File: config.mk
export PLATFORM = sky130hd
export DESIGN_NAME = i2c_bus_rx
export DESIGN_NICKNAME = d
export VERILOG_FILES = /design/src/rtl/i2c_bus_rx_pkg.sv /design/src/rtl/i2c_bus_rx_sync.sv /design/src/rtl/i2c_bus_rx.sv
export SDC_FILE = /design/constraint.sdc
export NUM_CORES = 1
export LEC_CHECK = 0
export CORE_ASPECT_RATIO = 0.6
export CORE_MARGIN = 3
export CORE_UTILIZATION = 45
export DETAILED_ROUTE_END_ITERATION = 7
export PLACE_DENSITY = 0.77
export SLEW_MARGIN = 15
export SYNTH_ARGS = -nofsm -noshare
export SYNTH_HDL_FRONTEND = slang
export SYNTH_SLANG_ARGS = --single-unit
export TNS_END_PERCENT = 10
File: constraint.sdc
create_clock -name clk_i -period 1.9 [get_ports clk_i]
set_input_delay 0.19 -clock clk_i [delete_from_list [all_inputs] [get_ports clk_i]]
set_output_delay 0.19 -clock clk_i [all_outputs]
set_load 0.005 [all_outputs]
File: src/rtl/i2c_bus_rx_pkg.sv
// I2C receive front end shared definitions: FSM encodings, byte geometry, shift helper.
// Latency: n/a (constants and a pure function).
// Backpressure: n/a.
package i2c_bus_rx_pkg;

    // FSM encodings shared with the I2C slave FSM
    localparam logic [1:0] ST_IDLE = 2'd0;
    localparam logic [1:0] ST_DATA = 2'd1;
    localparam logic [1:0] ST_ACK  = 2'd2;

    localparam int BITS_PER_BYTE = 8;
    localparam int BITCNT_W      = 3;

    // Bit counter value at which the byte is complete
    localparam logic [BITCNT_W-1:0] LAST_BIT = BITCNT_W'(BITS_PER_BYTE - 1);

    // MSB-first deserialisation: the newest bus bit enters at the LSB
    function automatic logic [BITS_PER_BYTE-1:0] shift_in(
        input logic [BITS_PER_BYTE-1:0] sh,
        input logic                     b
    );
        return {sh[BITS_PER_BYTE-2:0], b};
    endfunction

endpackage

File: src/rtl/i2c_bus_rx_sync.sv
// Multi-flop synchroniser for one deglitched I2C line, resetting to the idle (high) level.
// Latency: SYNC_STAGES clk_i cycles from d_i to q_o.
// Backpressure: none; free-running.
module i2c_bus_rx_sync #(
    parameter int SYNC_STAGES = 2
) (
    input  logic clk_i,
    input  logic rst_ni,
    input  logic d_i,
    output logic q_o
);

    logic [SYNC_STAGES-1:0] sync_q;

    // Shift chain; reset to 1 so a released reset never looks like an SDA/SCL fall
    always_ff @(posedge clk_i or negedge rst_ni) begin
        if (!rst_ni) begin
            sync_q <= '1;
        end else begin
            sync_q <= {sync_q[SYNC_STAGES-2:0], d_i};
        end
    end

    assign q_o = sync_q[SYNC_STAGES-1];

endmodule

File: src/rtl/i2c_bus_rx.sv
// I2C receive front end: START/RSTART/STOP detect, MSB-first byte deserialise, ACK sample, SCL-low timeout.
// Latency: pin to edge detect SYNC_STAGES+1 cycles; byte valid one cycle after the 8th SCL rise is seen.
// Backpressure: byte_vld_o held until byte_rdy_i; a byte completing while one is still held is dropped and sets ovf_o.
module i2c_bus_rx
    import i2c_bus_rx_pkg::*;
#(
    parameter int SYNC_STAGES = 2,
    parameter int TIMEOUT_W   = 16
) (
    input  logic       clk_i,
    input  logic       rst_ni,
    input  logic       en_i,
    input  logic       scl_i,
    input  logic       sda_i,
    output logic       start_det_o,
    output logic       rstart_o,
    output logic       stop_det_o,
    output logic       bus_busy_o,
    output logic [7:0] byte_data_o,
    output logic       byte_vld_o,
    input  logic       byte_rdy_i,
    output logic       ack_slot_o,
    output logic       ack_bit_o,
    output logic       ovf_o,
    output logic       timeout_o
);

    localparam logic [TIMEOUT_W-1:0] TMO_MAX  = {TIMEOUT_W{1'b1}};
    // Hit is flagged on the cycle that would take the counter to TMO_MAX
    localparam logic [TIMEOUT_W-1:0] TMO_LAST = {{(TIMEOUT_W-1){1'b1}}, 1'b0};

    logic scl_s, sda_s;
    logic scl_q, sda_q;

    logic [1:0]               state_q,     state_d;
    logic [BITCNT_W-1:0]      bitcnt_q,    bitcnt_d;
    logic [BITS_PER_BYTE-1:0] shreg_q,     shreg_d;
    logic                     busy_q,      busy_d;
    logic [7:0]               byte_data_q, byte_data_d;
    logic                     byte_vld_q,  byte_vld_d;
    logic                     ack_bit_q,   ack_bit_d;
    logic                     ovf_q,       ovf_d;
    logic [TIMEOUT_W-1:0]     tcnt_q,      tcnt_d;
    logic                     start_q,     start_d;
    logic                     rstart_q,    rstart_d;
    logic                     stop_q,      stop_d;
    logic                     ack_slot_q,  ack_slot_d;
    logic                     timeout_q,   timeout_d;

    logic                     scl_rise;
    logic                     cond_ok;
    logic                     start_c;
    logic                     stop_c;
    logic                     tmo_hit;
    logic                     byte_done;
    logic [BITS_PER_BYTE-1:0] new_byte;

    i2c_bus_rx_sync #(.SYNC_STAGES(SYNC_STAGES)) u_sync_scl (
        .clk_i  (clk_i),
        .rst_ni (rst_ni),
        .d_i    (scl_i),
        .q_o    (scl_s)
    );

    i2c_bus_rx_sync #(.SYNC_STAGES(SYNC_STAGES)) u_sync_sda (
        .clk_i  (clk_i),
        .rst_ni (rst_ni),
        .d_i    (sda_i),
        .q_o    (sda_s)
    );

    // Previous synced line levels for edge detection; idle bus is high
    always_ff @(posedge clk_i or negedge rst_ni) begin
        if (!rst_ni) begin
            scl_q <= 1'b1;
            sda_q <= 1'b1;
        end else begin
            scl_q <= scl_s;
            sda_q <= sda_s;
        end
    end

    // SDA conditions only count when SCL was high and stayed high, so a
    // simultaneous SCL/SDA change never produces START or STOP
    assign scl_rise = scl_s & ~scl_q;
    assign cond_ok  = scl_s & scl_q;
    assign start_c  = cond_ok & sda_q & ~sda_s;
    assign stop_c   = cond_ok & ~sda_q & sda_s;
    assign tmo_hit  = busy_q & ~scl_s & (tcnt_q == TMO_LAST);
    assign new_byte = shift_in(shreg_q, sda_s);

    // Next-state: bus conditions, bit/ACK sampling, timeout and output handshake
    always_comb begin
        state_d     = state_q;
        bitcnt_d    = bitcnt_q;
        shreg_d     = shreg_q;
        busy_d      = busy_q;
        byte_data_d = byte_data_q;
        byte_vld_d  = byte_vld_q;
        ack_bit_d   = ack_bit_q;
        ovf_d       = ovf_q;
        tcnt_d      = tcnt_q;
        start_d     = 1'b0;
        rstart_d    = 1'b0;
        stop_d      = 1'b0;
        ack_slot_d  = 1'b0;
        timeout_d   = 1'b0;
        byte_done   = 1'b0;

        if (!en_i) begin
            // Disabled: park in IDLE; resume only at the next START after enable
            state_d  = ST_IDLE;
            busy_d   = 1'b0;
            bitcnt_d = '0;
            tcnt_d   = '0;
            ovf_d    = 1'b0;
        end else begin
            if (!busy_q || scl_s) begin
                tcnt_d = '0;
            end else if (tcnt_q != TMO_MAX) begin
                tcnt_d = tcnt_q + 1'b1;
            end

            if (tmo_hit) begin
                timeout_d = 1'b1;
                state_d   = ST_IDLE;
                busy_d    = 1'b0;
                bitcnt_d  = '0;
            end else if (stop_c) begin
                stop_d   = 1'b1;
                state_d  = ST_IDLE;
                busy_d   = 1'b0;
                bitcnt_d = '0;
            end else if (start_c) begin
                start_d  = 1'b1;
                rstart_d = busy_q;
                state_d  = ST_DATA;
                busy_d   = 1'b1;
                bitcnt_d = '0;
            end else if (scl_rise) begin
                case (state_q)
                    ST_DATA: begin
                        shreg_d = new_byte;
                        if (bitcnt_q == LAST_BIT) begin
                            byte_done = 1'b1;
                            bitcnt_d  = '0;
                            state_d   = ST_ACK;
                        end else begin
                            bitcnt_d = bitcnt_q + 1'b1;
                        end
                    end
                    ST_ACK: begin
                        ack_bit_d  = sda_s;
                        ack_slot_d = 1'b1;
                        bitcnt_d   = '0;
                        state_d    = ST_DATA;
                    end
                    default: begin
                    end
                endcase
            end
        end

        // Held byte wins over a new one unless it is being accepted this cycle
        if (byte_done) begin
            if (byte_vld_q && !byte_rdy_i) begin
                ovf_d = 1'b1;
            end else begin
                byte_data_d = new_byte;
                byte_vld_d  = 1'b1;
            end
        end else if (byte_vld_q && byte_rdy_i) begin
            byte_vld_d = 1'b0;
        end
    end

    // State, datapath and registered output update
    always_ff @(posedge clk_i or negedge rst_ni) begin
        if (!rst_ni) begin
            state_q     <= ST_IDLE;
            bitcnt_q    <= '0;
            shreg_q     <= '0;
            busy_q      <= 1'b0;
            byte_data_q <= '0;
            byte_vld_q  <= 1'b0;
            ack_bit_q   <= 1'b0;
            ovf_q       <= 1'b0;
            tcnt_q      <= '0;
            start_q     <= 1'b0;
            rstart_q    <= 1'b0;
            stop_q      <= 1'b0;
            ack_slot_q  <= 1'b0;
            timeout_q   <= 1'b0;
        end else begin
            state_q     <= state_d;
            bitcnt_q    <= bitcnt_d;
            shreg_q     <= shreg_d;
            busy_q      <= busy_d;
            byte_data_q <= byte_data_d;
            byte_vld_q  <= byte_vld_d;
            ack_bit_q   <= ack_bit_d;
            ovf_q       <= ovf_d;
            tcnt_q      <= tcnt_d;
            start_q     <= start_d;
            rstart_q    <= rstart_d;
            stop_q      <= stop_d;
            ack_slot_q  <= ack_slot_d;
            timeout_q   <= timeout_d;
        end
    end

    assign start_det_o = start_q;
    assign rstart_o    = rstart_q;
    assign stop_det_o  = stop_q;
    assign bus_busy_o  = busy_q;
    assign byte_data_o = byte_data_q;
    assign byte_vld_o  = byte_vld_q;
    assign ack_slot_o  = ack_slot_q;
    assign ack_bit_o   = ack_bit_q;
    assign ovf_o       = ovf_q;
    assign timeout_o   = timeout_q;

endmodule

# Word level (Yosys, flattened, before mapping)
# Cells that the tools add are included.
classes:
  reduce_logical: 12
  n_addsub: 2
  eq_ne: 11
  mux: 53
  bitwise: 16
ops:
  columns: ["operator", "n"]
  rows:
  - ["16-bit two-way mux", 3]
  - ["1-bit two-way mux", 36]
  - ["3-bit two-way mux", 6]
  - ["16-bit by 1-bit adder with 16-bit output (second input constant)", 1]
  - ["16-bit == test (second input constant)", 1]
  - ["16-bit inequality test (second input constant)", 1]
  - ["2-bit two-way mux", 6]
  - ["6-bit AND reduction", 2]
  - ["1-bit bitwise AND", 8]
  - ["1-bit NOT", 8]
  - ["6-bit by 1-bit inequality test with 1-bit output (second input constant)", 1]
  - ["6-bit inequality test (second input constant)", 1]
  - ["3-bit one-hot mux with 2 select lines", 1]
  - ["2-bit AND reduction", 3]
  - ["5-bit by 1-bit inequality test with 1-bit output (second input constant)", 1]
  - ["4-bit by 1-bit inequality test with 1-bit output (second input constant)", 1]
  - ["2-bit one-hot mux with 2 select lines", 1]
  - ["3-bit by 1-bit adder with 3-bit output (second input constant)", 1]
  - ["3-bit == test (second input constant)", 1]
  - ["3-bit by 1-bit inequality test with 1-bit output (second input constant)", 1]
  - ["3-bit AND reduction", 1]
  - ["2-bit by 1-bit == test with 1-bit output (second input constant)", 1]
  - ["2-bit == test (second input constant)", 1]
  - ["1-bit logical AND", 2]
  - ["other kinds (4)", 5]
word_totals:
  in_bits: 6
  word_cells: 112
  out_inout_bits: 17
  register_bits: 51

# Longest topological paths before layout
# Gate-level depths: netlist (run 1).
depth:
  word_depth: 10
  mapped_depth: 6

# Cells and area by module
# Synthesis (run 1) repeated with hierarchy kept, for this count alone.
unflattened:
  cells_unflattened: 213
  hier_area_um2: 2384.8
by_module_without_submodules:
  columns: ["mod", "cells_each", "seq_area_each_um2", "area_per_inst_um2", "instances"]
  rows:
  - ["i2c_bus_rx", 209, 1178.6, 2279.7, 1]
  - ["i2c_bus_rx_sync", 2, 52.6, 52.6, 2]

# Worst setup path before layout (run 1)
# OpenSTA, ideal clock, no wires.
synth_timing:
  path_kind: "reg2reg"
  from: "reg tcnt_q[0]"
  to: "reg tcnt_q[9]"
  path_stages_with_launch: 7
  t_arrival_ns: 1.692
  synth_period_minus_slack_ns: 1.769
  path_buffers: 1
  setup_time_ns: 0.077
  setup_slack_ns: 0.131
  cell_sequence: "dfrtp_1 -> ha_1 -> and4_4 -> and4_4 -> buf_6 -> or4_1 -> a21oi_1"
synth_between:
  elab_chain_len: 4
synth_lines:
  columns: ["element", "line_no", "text"]
  rows:
  - ["start, declared", "i2c_bus_rx.sv:43", "logic [TIMEOUT_W-1:0] tcnt_q, tcnt_d;"]
  - ["start signal, assigned", "i2c_bus_rx.sv:203", "tcnt_q <= tcnt_d;"]
  - ["16-bit by 1-bit adder with 16-bit output", "i2c_bus_rx.sv:121", "tcnt_d = tcnt_q + 1'b1;"]
  - ["16-bit two-way mux", "i2c_bus_rx.sv:120", "end else if (tcnt_q != TMO_MAX) begin"]
  - ["16-bit two-way mux", "i2c_bus_rx.sv:118", "if (!busy_q || scl_s) begin"]
  - ["16-bit two-way mux", "i2c_bus_rx.sv:110", "if (!en_i) begin"]
# Parallel ways exist; a longest one is shown, timed or not. The select of a mux whose other input is x is not followed.
# A chain may end at the register's enable or synchronous reset.

# Final worst setup path (run 1)
# Same ends and word-level chain as after synthesis.

==> results of run 1 <==
==> critical path: stages (launching register included) <==
cell	delay (ns)
sky130_fd_sc_hd__dfrtp_1	0.45
sky130_fd_sc_hd__ha_1	0.27
sky130_fd_sc_hd__and4_4	0.18
sky130_fd_sc_hd__and4_4	0.21
sky130_fd_sc_hd__or4_1	0.48
sky130_fd_sc_hd__a21oi_1	0.15
==> routing by layer <==
| metal | track usage | wire, microns |
|---|---|---|
| met3 | 0.0520 | 433 |
| met5 | 0 | 0 |
| met2 | 0.252 | 1910 |
| met1 | 0.268 | 2400 |
| met4 | 0.0584 | 40 |
==> cell type report <==
type	instances	area (sq um)	share of cell area
Inverter	4	15.0	0.00545
Clock inverter	3	43.8	0.0159
Multi-Input combinational cell	148	982	0.356
Clock buffer	5	68.8	0.0250
Tap cell	63	78.8	0.0286
Timing Repair Buffer	29	283	0.103
Sequential cell	51	1280	0.466
==> power groups by stage <==
stage / Clock [uW] / Combinational, uW / Sequential (uW)
floorplan: 0 / 24.3 / 1130
global placement: 0 / 74.2 / 1140
detailed placement: 0 / 74.9 / 1140
CTS: 771 / 77.4 / 1120
global route: 809 / 85.9 / 1120
finish: 750 / 76.0 / 1120
==> state kept, by name, summed over array words and instances, names as in the netlist <==
name and flops:
tcnt_q 16, ack_bit_o 1, shreg_q 7, timeout_o 1, ack_slot_o 1, byte_data_o 8, sda_q 1, stop_det_o 1
start_det_o 1, ovf_o 1, scl_q 1, u_sync_sda.sync_q 2, byte_vld_o 1, state_q 2, bus_busy_o 1, rstart_o 1
bitcnt_q 3, u_sync_scl.sync_q 2
==> cell families after synthesis <==
family | count (synthesis) | share of synthesized area
DFF | 51 | 0.554
and+or+nand+nor | 97 | 0.236
muxes | 11 | 0.0524
buffers and inverters | 8 | 0.0221
AOI/OAI and AO/OA | 33 | 0.0988
xor gates and xnor gates | 1 | 0.00378
adders and majority gates | 6 | 0.0324
==> synth_stat cells, types with 2 or more instances <==
| cell type | instances | share of area |
|---|---|---|
| sky130_fd_sc_hd__a211oi_1 | 2 | 0.0065 |
| sky130_fd_sc_hd__a21oi_1 | 9 | 0.019 |
| sky130_fd_sc_hd__a311oi_1 | 2 | 0.0076 |
| sky130_fd_sc_hd__a31oi_1 | 7 | 0.019 |
| sky130_fd_sc_hd__and2_1 | 3 | 0.0081 |
| sky130_fd_sc_hd__and3b_1 | 2 | 0.0076 |
| sky130_fd_sc_hd__and4_1 | 4 | 0.015 |
| sky130_fd_sc_hd__and4_4 | 2 | 0.0097 |
| sky130_fd_sc_hd__dfrtp_1 | 45 | 0.49 |
| sky130_fd_sc_hd__dfstp_2 | 6 | 0.068 |
| sky130_fd_sc_hd__ha_1 | 6 | 0.032 |
| sky130_fd_sc_hd__inv_1 | 4 | 0.0065 |
| sky130_fd_sc_hd__mux2_2 | 9 | 0.044 |
| sky130_fd_sc_hd__mux2i_1 | 2 | 0.0086 |
| sky130_fd_sc_hd__nand2_1 | 39 | 0.063 |
| sky130_fd_sc_hd__nand2b_1 | 2 | 0.0054 |
| sky130_fd_sc_hd__nand3_1 | 8 | 0.017 |
| sky130_fd_sc_hd__nand3b_1 | 2 | 0.0065 |
| sky130_fd_sc_hd__nand4_1 | 2 | 0.0054 |
| sky130_fd_sc_hd__nand4b_1 | 2 | 0.0076 |
| sky130_fd_sc_hd__nor2_1 | 8 | 0.013 |
| sky130_fd_sc_hd__nor2b_1 | 2 | 0.0054 |
| sky130_fd_sc_hd__nor3_1 | 9 | 0.019 |
| sky130_fd_sc_hd__o21ai_0 | 7 | 0.015 |
| sky130_fd_sc_hd__or3_1 | 2 | 0.0054 |
==> cell usage in the layout, fill, tap and decap left out, types with 3 or more instances in the layout <==
cell / instances
sky130_fd_sc_hd__a21oi_1: 9
sky130_fd_sc_hd__a31oi_1: 7
sky130_fd_sc_hd__and2_1: 3
sky130_fd_sc_hd__and4_1: 4
sky130_fd_sc_hd__buf_4: 5
sky130_fd_sc_hd__clkbuf_8: 5
sky130_fd_sc_hd__clkdlybuf4s50_1: 21
sky130_fd_sc_hd__dfrtp_1: 44
sky130_fd_sc_hd__dfstp_2: 6
sky130_fd_sc_hd__ha_1: 6
sky130_fd_sc_hd__inv_1: 4
sky130_fd_sc_hd__mux2_2: 9
sky130_fd_sc_hd__nand2_1: 39
sky130_fd_sc_hd__nand3_1: 8
sky130_fd_sc_hd__nor2_1: 8
sky130_fd_sc_hd__nor3_1: 9
sky130_fd_sc_hd__o21ai_0: 7
==> metrics by stage <==
step	TNS, ns	util	cells
final	0	0.580	303
after global routing	-0.0148	0.580	303
after CTS	0	0.579	303
after detailed placement	0	0.554	294
after global placement	0	0.554	294
after floorplan	0	-	207
==> path summary, 6_finish.rpt <==
check                                           from                    to  slack (ns)  depth (start not counted)
worst min-delay path                           sda_i  u_sync_sda.sync_q[0]        0.28                          1
worst min register to register  u_sync_scl.sync_q[0]  u_sync_scl.sync_q[1]        0.36                          0
worst max-delay path                       tcnt_q[0]             tcnt_q[9]        0.08                          5
max in group asynchronous                     rst_ni           bitcnt_q[2]        0.98                          3
worst max register to register             tcnt_q[0]             tcnt_q[9]        0.08                          5
min in group asynchronous                     rst_ni             ack_bit_o        0.39                          2
==> what timing repair did <==
action,in CTS,in global routing
endpoints found under the hold margin,15,0
endpoints found under the setup margin,0,4
hold buffers,1,0
resized for setup,0,1
buffers inserted,0,0
==> summary.md, run 1 <==
## Floorplanning
• Chip Width: 98.6 microns
• count of pins on the block boundary: 23
• overall die height: 61.6 microns
• site row count: 19
• Std-Cell Core Area: 4750 sq um
• total die area: 6070 sq um
• starting density of the core: 0.487

## Yosys
• count of yosys warnings during synthesis: 0
• number of nets in the synthesized netlist: 219
• register area share after synthesis: 0.554
• top_reg_cell synth: sky130_fd_sc_hd__dfrtp_1
• share of synthesized registers carrying an async set or reset: 1.00
• number of instances in the synthesized netlist: 207
• number of enable flip-flop cells after synthesis: 0
• Avg Synthesized Cell Area: 11.2 sq um
• Seq cells post-synth: 51
• Yosys cell types: 46
• Netlist Area Pre-Place: 2320 sq um

## Timing
• worst rel slew slack: 0.653
• share of the clock period used by the worst path: 0.959
• hold slack: 0.285 ns
• final setup vio count: 0
• upper clock frequency limit: 549 MHz
• smallest setup slack after layout: 0.0783 ns
• fin. max-slew vios: 0
• minimum clock period after layout: 1.82 ns
• worst clock skew: 0.00953 ns
• Least-Margin Pin Slew: 0.519 ns
• setup repair after global routing missed its margin: true
• number of hold-slack violations in the final timing report: 0

## GRT
• via count of the first global-routing pass: 1648
• pin count of the biggest net entering global routing: 31
• first-pass GRT wire length: 8310 microns
• GR Util All Layers: 0.180
• aggregate global routing overflow: 0
• initial antenna violation count: 0

## Final layout
• Fillers: 402
• layout overhead on the synthesized area: 19.0%
• NumNets Final: 251
• post-route cell area: 2760 sq um
• proportion of layout cells with a drive suffix above 1: 0.171
• ant diodes: 0

## CTS
• Num CTS Buffers: 5
• Clock Root Buffer: sky130_fd_sc_hd__clkbuf_8
• worst-skew pair later-pin latency: 0.30 ns
• Max H-tree Level: 2
• TritonCTS clock tree: yes
• Max clock buf depth: 2
• Num Clock Sinks: 51
• clock slew seen by the registers of the worst setup and hold paths: 0.09 ns

## Detailed routing
• vias per std cell: 5.68
• TritonRoute pass-1 iters: 5
• Remaining DRCs: 0
• vias after detailed routing: 1722
• post-route ant nets: 0
• sum of routed wire length over all layers: 4790 microns
• drt first-iter violations: 161
• average wire per cell in the routed design: 15.8 microns

## Power
• clock group share of total power: 0.386
• Static Leak: 0.00128 uW
• switching part of the total: 0.213
• total internal power: 1530 uW
• Reg power frac: 0.575
• power density relative to cell area: 706 nW/um^2
• fraction of power consumed by combinational cells: 0.039
• net switching power: 415 uW
• total design power: 1940 uW
• worst IR drop on VDD: 0.325 mV

## Setup path
• critical path fanouts, max: 7
• Worst Path Arrival: 2.04 ns
• WS Path Type: reg2reg
• nature of the critical path endpoint: flop
• required time at the endpoint of the critical path: 2.12 ns
• element type at the critical path start: flop

## Status
• outcome: complete, no violations

## Placed design
• dpl hpwl: 3390 microns
• DP Area: 2630 sq um
• routability congestion estimate from global placement: 0.891
• IO Port Bufs: 22
• worst-case setup slack after placement: 0.140 ns

## Worst hold path
• Tightest Hold Check Type: in2reg

## Job
• Maximum Capacitance Violations: 0

No activity file was read; power rests on OpenSTA's default activity.
==> inputs of run 2 (changes only) <==
--- a/config.mk
+++ b/config.mk
@@ -5,8 +5,7 @@
 export SDC_FILE = /design/constraint.sdc
 export NUM_CORES = 1
 export LEC_CHECK = 0
-export CORE_ASPECT_RATIO = 0.6
-export CORE_MARGIN = 3
+export CORE_ASPECT_RATIO = 0.5
 export CORE_UTILIZATION = 45
 export DETAILED_ROUTE_END_ITERATION = 7
 export PLACE_DENSITY = 0.77
==> run 2 against run 1 <==
Against the previous run: largest power group unchanged; clock-buffer cell count grew 1; die area shrank 10%; largest cell class unchanged; worst setup slack gained 0.066 ns; critical path type unchanged; clock power grew 4.7%.
==> summary.md, run 2 (synthesized netlist as in run 1, its figures left out) <==
## Timing
• final setup vio count: 0, unchanged
• worst rel slew slack: 0.614, -0.0392
• hold slack: 0.279 ns, -0.00641 ns
• worst clock skew: 0.00643 ns, -0.00310 ns
• fin. max-slew vios: 0, unchanged
• minimum clock period after layout: 1.76 ns, -0.0662 ns
• setup repair after global routing missed its margin: false
• upper clock frequency limit: 570 MHz, +3.8%
• share of the clock period used by the worst path: 0.924, -0.0348
• Least-Margin Pin Slew: 0.575 ns, +0.0556 ns
• number of hold-slack violations in the final timing report: 0, unchanged
• sum of negative setup slack: 0 ns, unchanged

## GRT
• first-pass GRT wire length: 8000 microns, -3.6%
• aggregate global routing overflow: 0, unchanged
• GR Util All Layers: 0.198, +0.0181
• initial antenna violation count: 0, unchanged
• pin count of the biggest net entering global routing: 22, -29%
• via count of the first global-routing pass: 1694, +2.8%

## Setup path
• reg-to-reg critical path startpoint: tcnt_q[0]
• critical path fanouts, max: 7, unchanged
• FF-to-FF End: tcnt_q[9]
• number of cells traversed by the worst register-to-register path: 5, unchanged
• reg2reg setup slack: 0.14 ns, +0.07 ns
• nature of the critical path endpoint: flop
• WS Path Type: reg2reg
• required time at the endpoint of the critical path: 2.12 ns, about the same
• Worst Path Arrival: 1.98 ns, -0.06 ns
• element type at the critical path start: flop
• CP startpoint: tcnt_q[0]
• end of the critical path: tcnt_q[9]

## Detailed routing
• vias per std cell: 5.57, -2.0%
• Remaining DRCs: 0, unchanged
• sum of routed wire length over all layers: 4530 microns, -5.2%
• drt first-iter violations: 73, -55%
• post-route ant nets: 0, unchanged
• TritonRoute pass-1 iters: 4, -1
• average wire per cell in the routed design: 14.6 microns, -7.4%
• vias after detailed routing: 1727, +0.29%

## Final layout
• Fillers: 400, -0.50%
• register with the highest flop count: tcnt_q
• flip-flop count of the largest register after layout: 16, unchanged
• highest-count cells in the layout ignoring fill and taps: 45 x sky130_fd_sc_hd__dfrtp_1, 39 x sky130_fd_sc_hd__nand2_1, 21 x sky130_fd_sc_hd__clkdlybuf4s50_1
• ant diodes: 0, unchanged
• layout overhead on the synthesized area: 19.6%
• most common cell after layout, fill and taps aside: sky130_fd_sc_hd__dfrtp_1
• NumNets Final: 251, unchanged
• proportion of layout cells with a drive suffix above 1: 0.175, +0.00417
• final standard cell utilization of the core: 0.562, -0.0178
• post-route cell area: 2770 sq um, +0.54%

## Placed design
• dpl hpwl: 3250 microns, -4.2%
• routability congestion estimate from global placement: 0.891, about the same
• DP Area: 2630 sq um, -0.14%
• IO Port Bufs: 22, unchanged

## Power
• power density relative to cell area: 714 nW/um^2, +1.1%
• Static Leak: 0.00128 uW, about the same
• worst IR drop on VDD: 0.331 mV, +2.0%

## CTS
• clock slew seen by the registers of the worst setup and hold paths: 0.09 ns, about the same
• Num Clock Sinks: 51, unchanged
• Max clock buf depth: 2, unchanged
• TritonCTS clock tree: yes
• worst-skew pair later-pin latency: 0.30 ns, about the same
• Num CTS Buffers: 5, unchanged
• Clock Root Buffer: sky130_fd_sc_hd__clkbuf_8
• Max H-tree Level: 2, unchanged

## Status
• outcome: complete, no violations

## Floorplanning
• starting density of the core: 0.470, -0.0176
• count of pins on the block boundary: 23, unchanged
• site row count: 18, -1
• total die area: 5460 sq um, -10%
• Chip Width: 103 microns, +4.9%
• Std-Cell Core Area: 4930 sq um, +3.7%
• overall die height: 52.7 microns, -14%

## Job
• Maximum Capacitance Violations: 0, unchanged

## Worst hold path
• Tightest Hold Check Type: in2reg
• worst min-delay path startpoint: scl_i

==> run 2: worst min-delay path by stage <==
stage / endpoint / slack [ns] / depth (start not counted)
floorplan: ack_bit_o / -0.11 / 0
global placement: start_det_o / 0.16 / 1
detailed placement: rstart_o / 0.17 / 1
CTS: u_sync_scl.sync_q[0] / 0.27 / 1
global route: u_sync_scl.sync_q[0] / 0.28 / 1
finish: u_sync_scl.sync_q[0] / 0.28 / 1
==> run 2: timing repair <==
action | CTS | global route
setup endpoints to repair | 0 | 3
setup buffers | 0 | 0
hold buffers | 1 | 0
resized for setup | 0 | 3
endpoints found under the hold margin | 14 | 0
==> run 2: stage by stage <==
step / power (uW) / std cells / setup WS [ns]
final: 1980 / 310 / 0.144
after global routing: 2050 / 310 / 0.0258
after CTS: 1990 / 310 / 0.0748
after detailed placement: 1210 / 301 / 0.0957
after global placement: 1210 / 301 / 0.171
after floorplan: 1160 / 207 / 0.131
==> run 2: final cells by class <==
cell class	count	area (sq um)	share of cell area
inverter	4	15.0	0.00542
multi-input combinational	148	997	0.360
clock buffer	6	82.6	0.0298
timing repair buffer	29	270	0.0975
clock inverter	2	35.0	0.0126
tap	70	87.6	0.0316
sequential	51	1280	0.463
==> run 2: report_power, final <==
part           switching (uW)  internal (uW)  leakage [uW]
Sequential               14.0           1100      0.000691
Clock                     359            427     0.0000612
Combinational            41.9           32.5      0.000531
Total                     415           1560       0.00128
==> run 2: layer usage <==
| layer | vias up | GRT usage | wire [microns] |
|---|---|---|---|
| met1 | 876 | 0.250 | 2100 |
| met5 | - | 0 | 0 |
| met2 | 34 | 0.336 | 2250 |
| met4 | 0 | 0.0704 | 51 |
| li1 | 810 | - | - |
| met3 | 7 | 0.0467 | 136 |
==> run 2: critical path, cell delays in order (launching register included) <==
cell and delay [ns]:
sky130_fd_sc_hd__dfrtp_1 0.44, sky130_fd_sc_hd__ha_2 0.24, sky130_fd_sc_hd__and4_4 0.17, sky130_fd_sc_hd__and4_4 0.21, sky130_fd_sc_hd__or4_1 0.46, sky130_fd_sc_hd__a21oi_1 0.15
==> inputs of run 3 (changes only) <==
--- a/config.mk
+++ b/config.mk
@@ -5,10 +5,11 @@
 export SDC_FILE = /design/constraint.sdc
 export NUM_CORES = 1
 export LEC_CHECK = 0
+export ABC_AREA = 1
 export CORE_ASPECT_RATIO = 0.5
 export CORE_UTILIZATION = 45
 export DETAILED_ROUTE_END_ITERATION = 7
-export PLACE_DENSITY = 0.77
+export PLACE_DENSITY = 0.66
 export SLEW_MARGIN = 15
 export SYNTH_ARGS = -nofsm -noshare
 export SYNTH_HDL_FRONTEND = slang
==> run 3 against run 2 <==
Against the previous run: synthesized area increased by 18%; combinational power increased by 100%; utilization increased by 1.3 points; synthesized cell count increased by 53%; largest power group unchanged; largest cell class unchanged.
==> summary.md, run 3 <==
## CTS
• Max H-tree Level: 2, unchanged
• number of instances resized during post-cts repair: 0, unchanged
• clock slew seen by the registers of the worst setup and hold paths: 0.06 ns, -0.03 ns
• Post-CTS Setup Repair Bufs: 0, unchanged
• TritonCTS clock tree: yes
• Clock Root Buffer: sky130_fd_sc_hd__clkbuf_16
• quantity of hold-fixing buffers added after cts: 1, unchanged
• Num Clock Sinks: 51, unchanged
• Num CTS Buffers: 5, unchanged
• worst-skew pair later-pin latency: 0.28 ns, -0.02 ns
• Max clock buf depth: 2, unchanged

## Floorplanning
• Std-Cell Core Area: 5660 sq um, +15%
• overall die height: 57.1 microns, +8.2%
• starting density of the core: 0.482, +0.0125
• total die area: 6400 sq um, +17%
• Chip Width: 112 microns, +8.4%
• count of pins on the block boundary: 23, unchanged
• site row count: 19, +1

## Yosys
• Netlist Area Pre-Place: 2730 sq um, +18%
• leading post-synthesis cells by cell area: sky130_fd_sc_hd__dfrtp_1 41%, sky130_fd_sc_hd__nand2_1 11%, sky130_fd_sc_hd__dfstp_2 5.8%
• Yosys cell types: 38, -17%
• top_reg_cell synth: sky130_fd_sc_hd__dfrtp_1
• Seq cells post-synth: 51, unchanged
• register area share after synthesis: 0.470, -0.0836
• number of instances in the synthesized netlist: 316, +53%
• most used standard cell by instance count after synthesis: sky130_fd_sc_hd__nand2_1
• top cells by instance count after synthesis: 82 x sky130_fd_sc_hd__nand2_1, 45 x sky130_fd_sc_hd__dfrtp_1, 32 x sky130_fd_sc_hd__nor2_1
• number of nets in the synthesized netlist: 328, +50%
• Avg Synthesized Cell Area: 8.64 sq um, -23%
• count of yosys warnings during synthesis: 0, unchanged
• share of synthesized registers carrying an async set or reset: 1.00, unchanged
• cell taking the most area after synthesis: sky130_fd_sc_hd__dfrtp_1
• number of enable flip-flop cells after synthesis: 0, unchanged
• fraction of post-synthesis cell area in the top cell type by area: 0.413, -0.0733

## Final layout
• Fillers: 504, +26%
• footprint of the flip-flops and latches: 1280 sq um, unchanged
• filler-free cell count of the finished design: 421, +36%
• highest-count cells in the layout ignoring fill and taps: 82 x sky130_fd_sc_hd__nand2_1, 45 x sky130_fd_sc_hd__dfrtp_1, 32 x sky130_fd_sc_hd__nor2_1, 29 x sky130_fd_sc_hd__inv_1, 21 x sky130_fd_sc_hd__clkdlybuf4s50_1
• NumNets Final: 359, +43%
• layout overhead on the synthesized area: 19.1%
• flip-flop count of the largest register after layout: 16, unchanged
• most common cell after layout, fill and taps aside: sky130_fd_sc_hd__nand2_1
• proportion of layout cells with a drive suffix above 1: 0.181, +0.00603
• register with the highest flop count: tcnt_q
• post-route cell area: 3250 sq um, +17%
• ant diodes: 0, unchanged
• area occupied by multi-input gates: 1260 sq um, +27%

## GRT
• GR Util All Layers: 0.198, +0.000479
• first-pass GRT wire length: 10100 microns, +27%
• aggregate global routing overflow: 0, unchanged
• pin count of the biggest net entering global routing: 25, +14%
• initial antenna violation count: 0, unchanged
• via count of the first global-routing pass: 2212, +31%

## Timing
• Least-Margin Pin Slew: 0.513 ns, -0.0619 ns
• fin. max-slew vios: 0, unchanged
• final setup vio count: 0, unchanged
• share of the clock period used by the worst path: 0.900, -0.0235
• minimum clock period after layout: 1.71 ns, -0.0446 ns
• worst clock skew: 0.00684 ns, +0.000409 ns
• smallest setup slack after layout: 0.189 ns, +0.0446 ns
• sum of negative setup slack: 0 ns, unchanged
• worst rel slew slack: 0.655, +0.0418
• number of hold-slack violations in the final timing report: 0, unchanged
• setup repair after global routing missed its margin: false
• upper clock frequency limit: 584 MHz, +2.6%

## Power
• power density relative to cell area: 741 nW/um^2, +3.9%
• net switching power: 482 uW, +16%
• worst IR drop on VDD: 0.417 mV, +26%
• switching part of the total: 0.200, -0.00947
• Static Leak: 0.00161 uW, +25%
• Reg power frac: 0.471, -0.094
• total design power: 2410 uW, +22%
• total internal power: 1930 uW, +23%
• fraction of power consumed by combinational cells: 0.062, +0.024
• clock group share of total power: 0.467, +0.070

## Placed design
• dpl hpwl: 4250 microns, +31%
• worst-case setup slack after placement: 0.205 ns, +0.109 ns
• cell count after placement: 412, +37%
• routability congestion estimate from global placement: 0.917, +3.0%
• IO Port Bufs: 22, unchanged
• DP Area: 3050 sq um, +16%

## Detailed routing
• vias after detailed routing: 2168, +26%
• TritonRoute pass-1 iters: 6, +2
• post-route ant nets: 0, unchanged
• drt first-iter violations: 92, +26%
• vias per std cell: 5.15, -7.6%
• average wire per cell in the routed design: 13.4 microns, -8.4%
• Remaining DRCs: 0, unchanged
• sum of routed wire length over all layers: 5640 microns, +24%

## Job
• Maximum Capacitance Violations: 0, unchanged

## Setup path
• nature of the critical path endpoint: flop
• critical path fanouts, max: 4, -3
• element type at the critical path start: flop
• required time at the endpoint of the critical path: 2.07 ns, -0.05 ns
• Worst Path Arrival: 1.89 ns, -0.09 ns
• WS Path Type: reg2reg

## Worst hold path
• Tightest Hold Check Type: in2reg

## Status
• outcome: complete, no violations

## run 3: cell count changes after synthesis, sizes merged, moves of 9 or more
| cell | delta |
|---|---|
| mux2 | -9 |
| nand2 | +55 |
| nor2 | +37 |
| nand3 | +11 |
| inv | +34 |
| nand4 | +19 |
## run 3: critical path, cell delays in order, from the launching register on
cell and delay (ns):
sky130_fd_sc_hd__dfrtp_1 0.40, sky130_fd_sc_hd__ha_1 0.22, sky130_fd_sc_hd__ha_1 0.25, sky130_fd_sc_hd__o21ai_0 0.43, sky130_fd_sc_hd__nand4_1 0.16, sky130_fd_sc_hd__nand2_1 0.08
sky130_fd_sc_hd__nand2_1 0.05
## run 3: kinds of logic (layout without fill, tap and decap cells)
group           count (synthesis)  after routing  share of synthesized area
xor+xnor                        1              1                    0.00321
simple gates                  190            190                      0.376
flops                          51             51                      0.470
buf+inv                        42             74                     0.0665
fa+ha+maj                       6              6                     0.0275
compound gates                 26             26                     0.0569
## run 3: path summary, 6_finish.rpt
kind                                       from  cells past startpoint  slack, ns                    to
max in group asynchronous                rst_ni                      3       1.07           bitcnt_q[0]
min                                       sda_i                      1       0.31  u_sync_sda.sync_q[0]
max                                 bitcnt_q[0]                      6       0.19            state_q[0]
max reg2reg                         bitcnt_q[0]                      6       0.19            state_q[0]
min reg2reg                u_sync_sda.sync_q[0]                      0       0.36  u_sync_sda.sync_q[1]
min in group asynchronous                rst_ni                      2       0.32                 ovf_o
## run 3: power groups by stage
stage                     Combinational [uW]  Sequential (uW)  Clock, uW
after floorplan                         92.5             1150          0
after global placement                   147             1150          0
after detailed placement                 150             1150          0
after CTS                                152             1130       1150
after global routing                     175             1140       1190
final                                    151             1130       1130
## run 3: area by class of cell
class | instances | area share
Tap cell | 73 | 0.0281
Clock inverter | 2 | 0.0185
Timing Repair Buffer | 28 | 0.0847
Sequential cell | 51 | 0.395
Clock buffer | 6 | 0.0396
Inverter | 38 | 0.0454
Multi-Input combinational cell | 223 | 0.389
## run 3: through the flow
| stage | utilization | hold WS, ns |
|---|---|---|
| final | 0.575 | 0.306 |
| after global routing | 0.575 | 0.316 |
| after global placement | 0.539 | 0.0839 |
| after floorplan | - | -0.106 |
| after detailed placement | 0.539 | 0.0899 |
| after CTS | 0.575 | 0.303 |
## run 3: metal layers
metal,vias to the layer above,global-route usage,share of wire
met5,-,0,0
met4,0,0.0819,0.024
met3,14,0.0436,0.042
met2,47,0.329,0.48
met1,1020,0.257,0.46
li1,1087,-,-
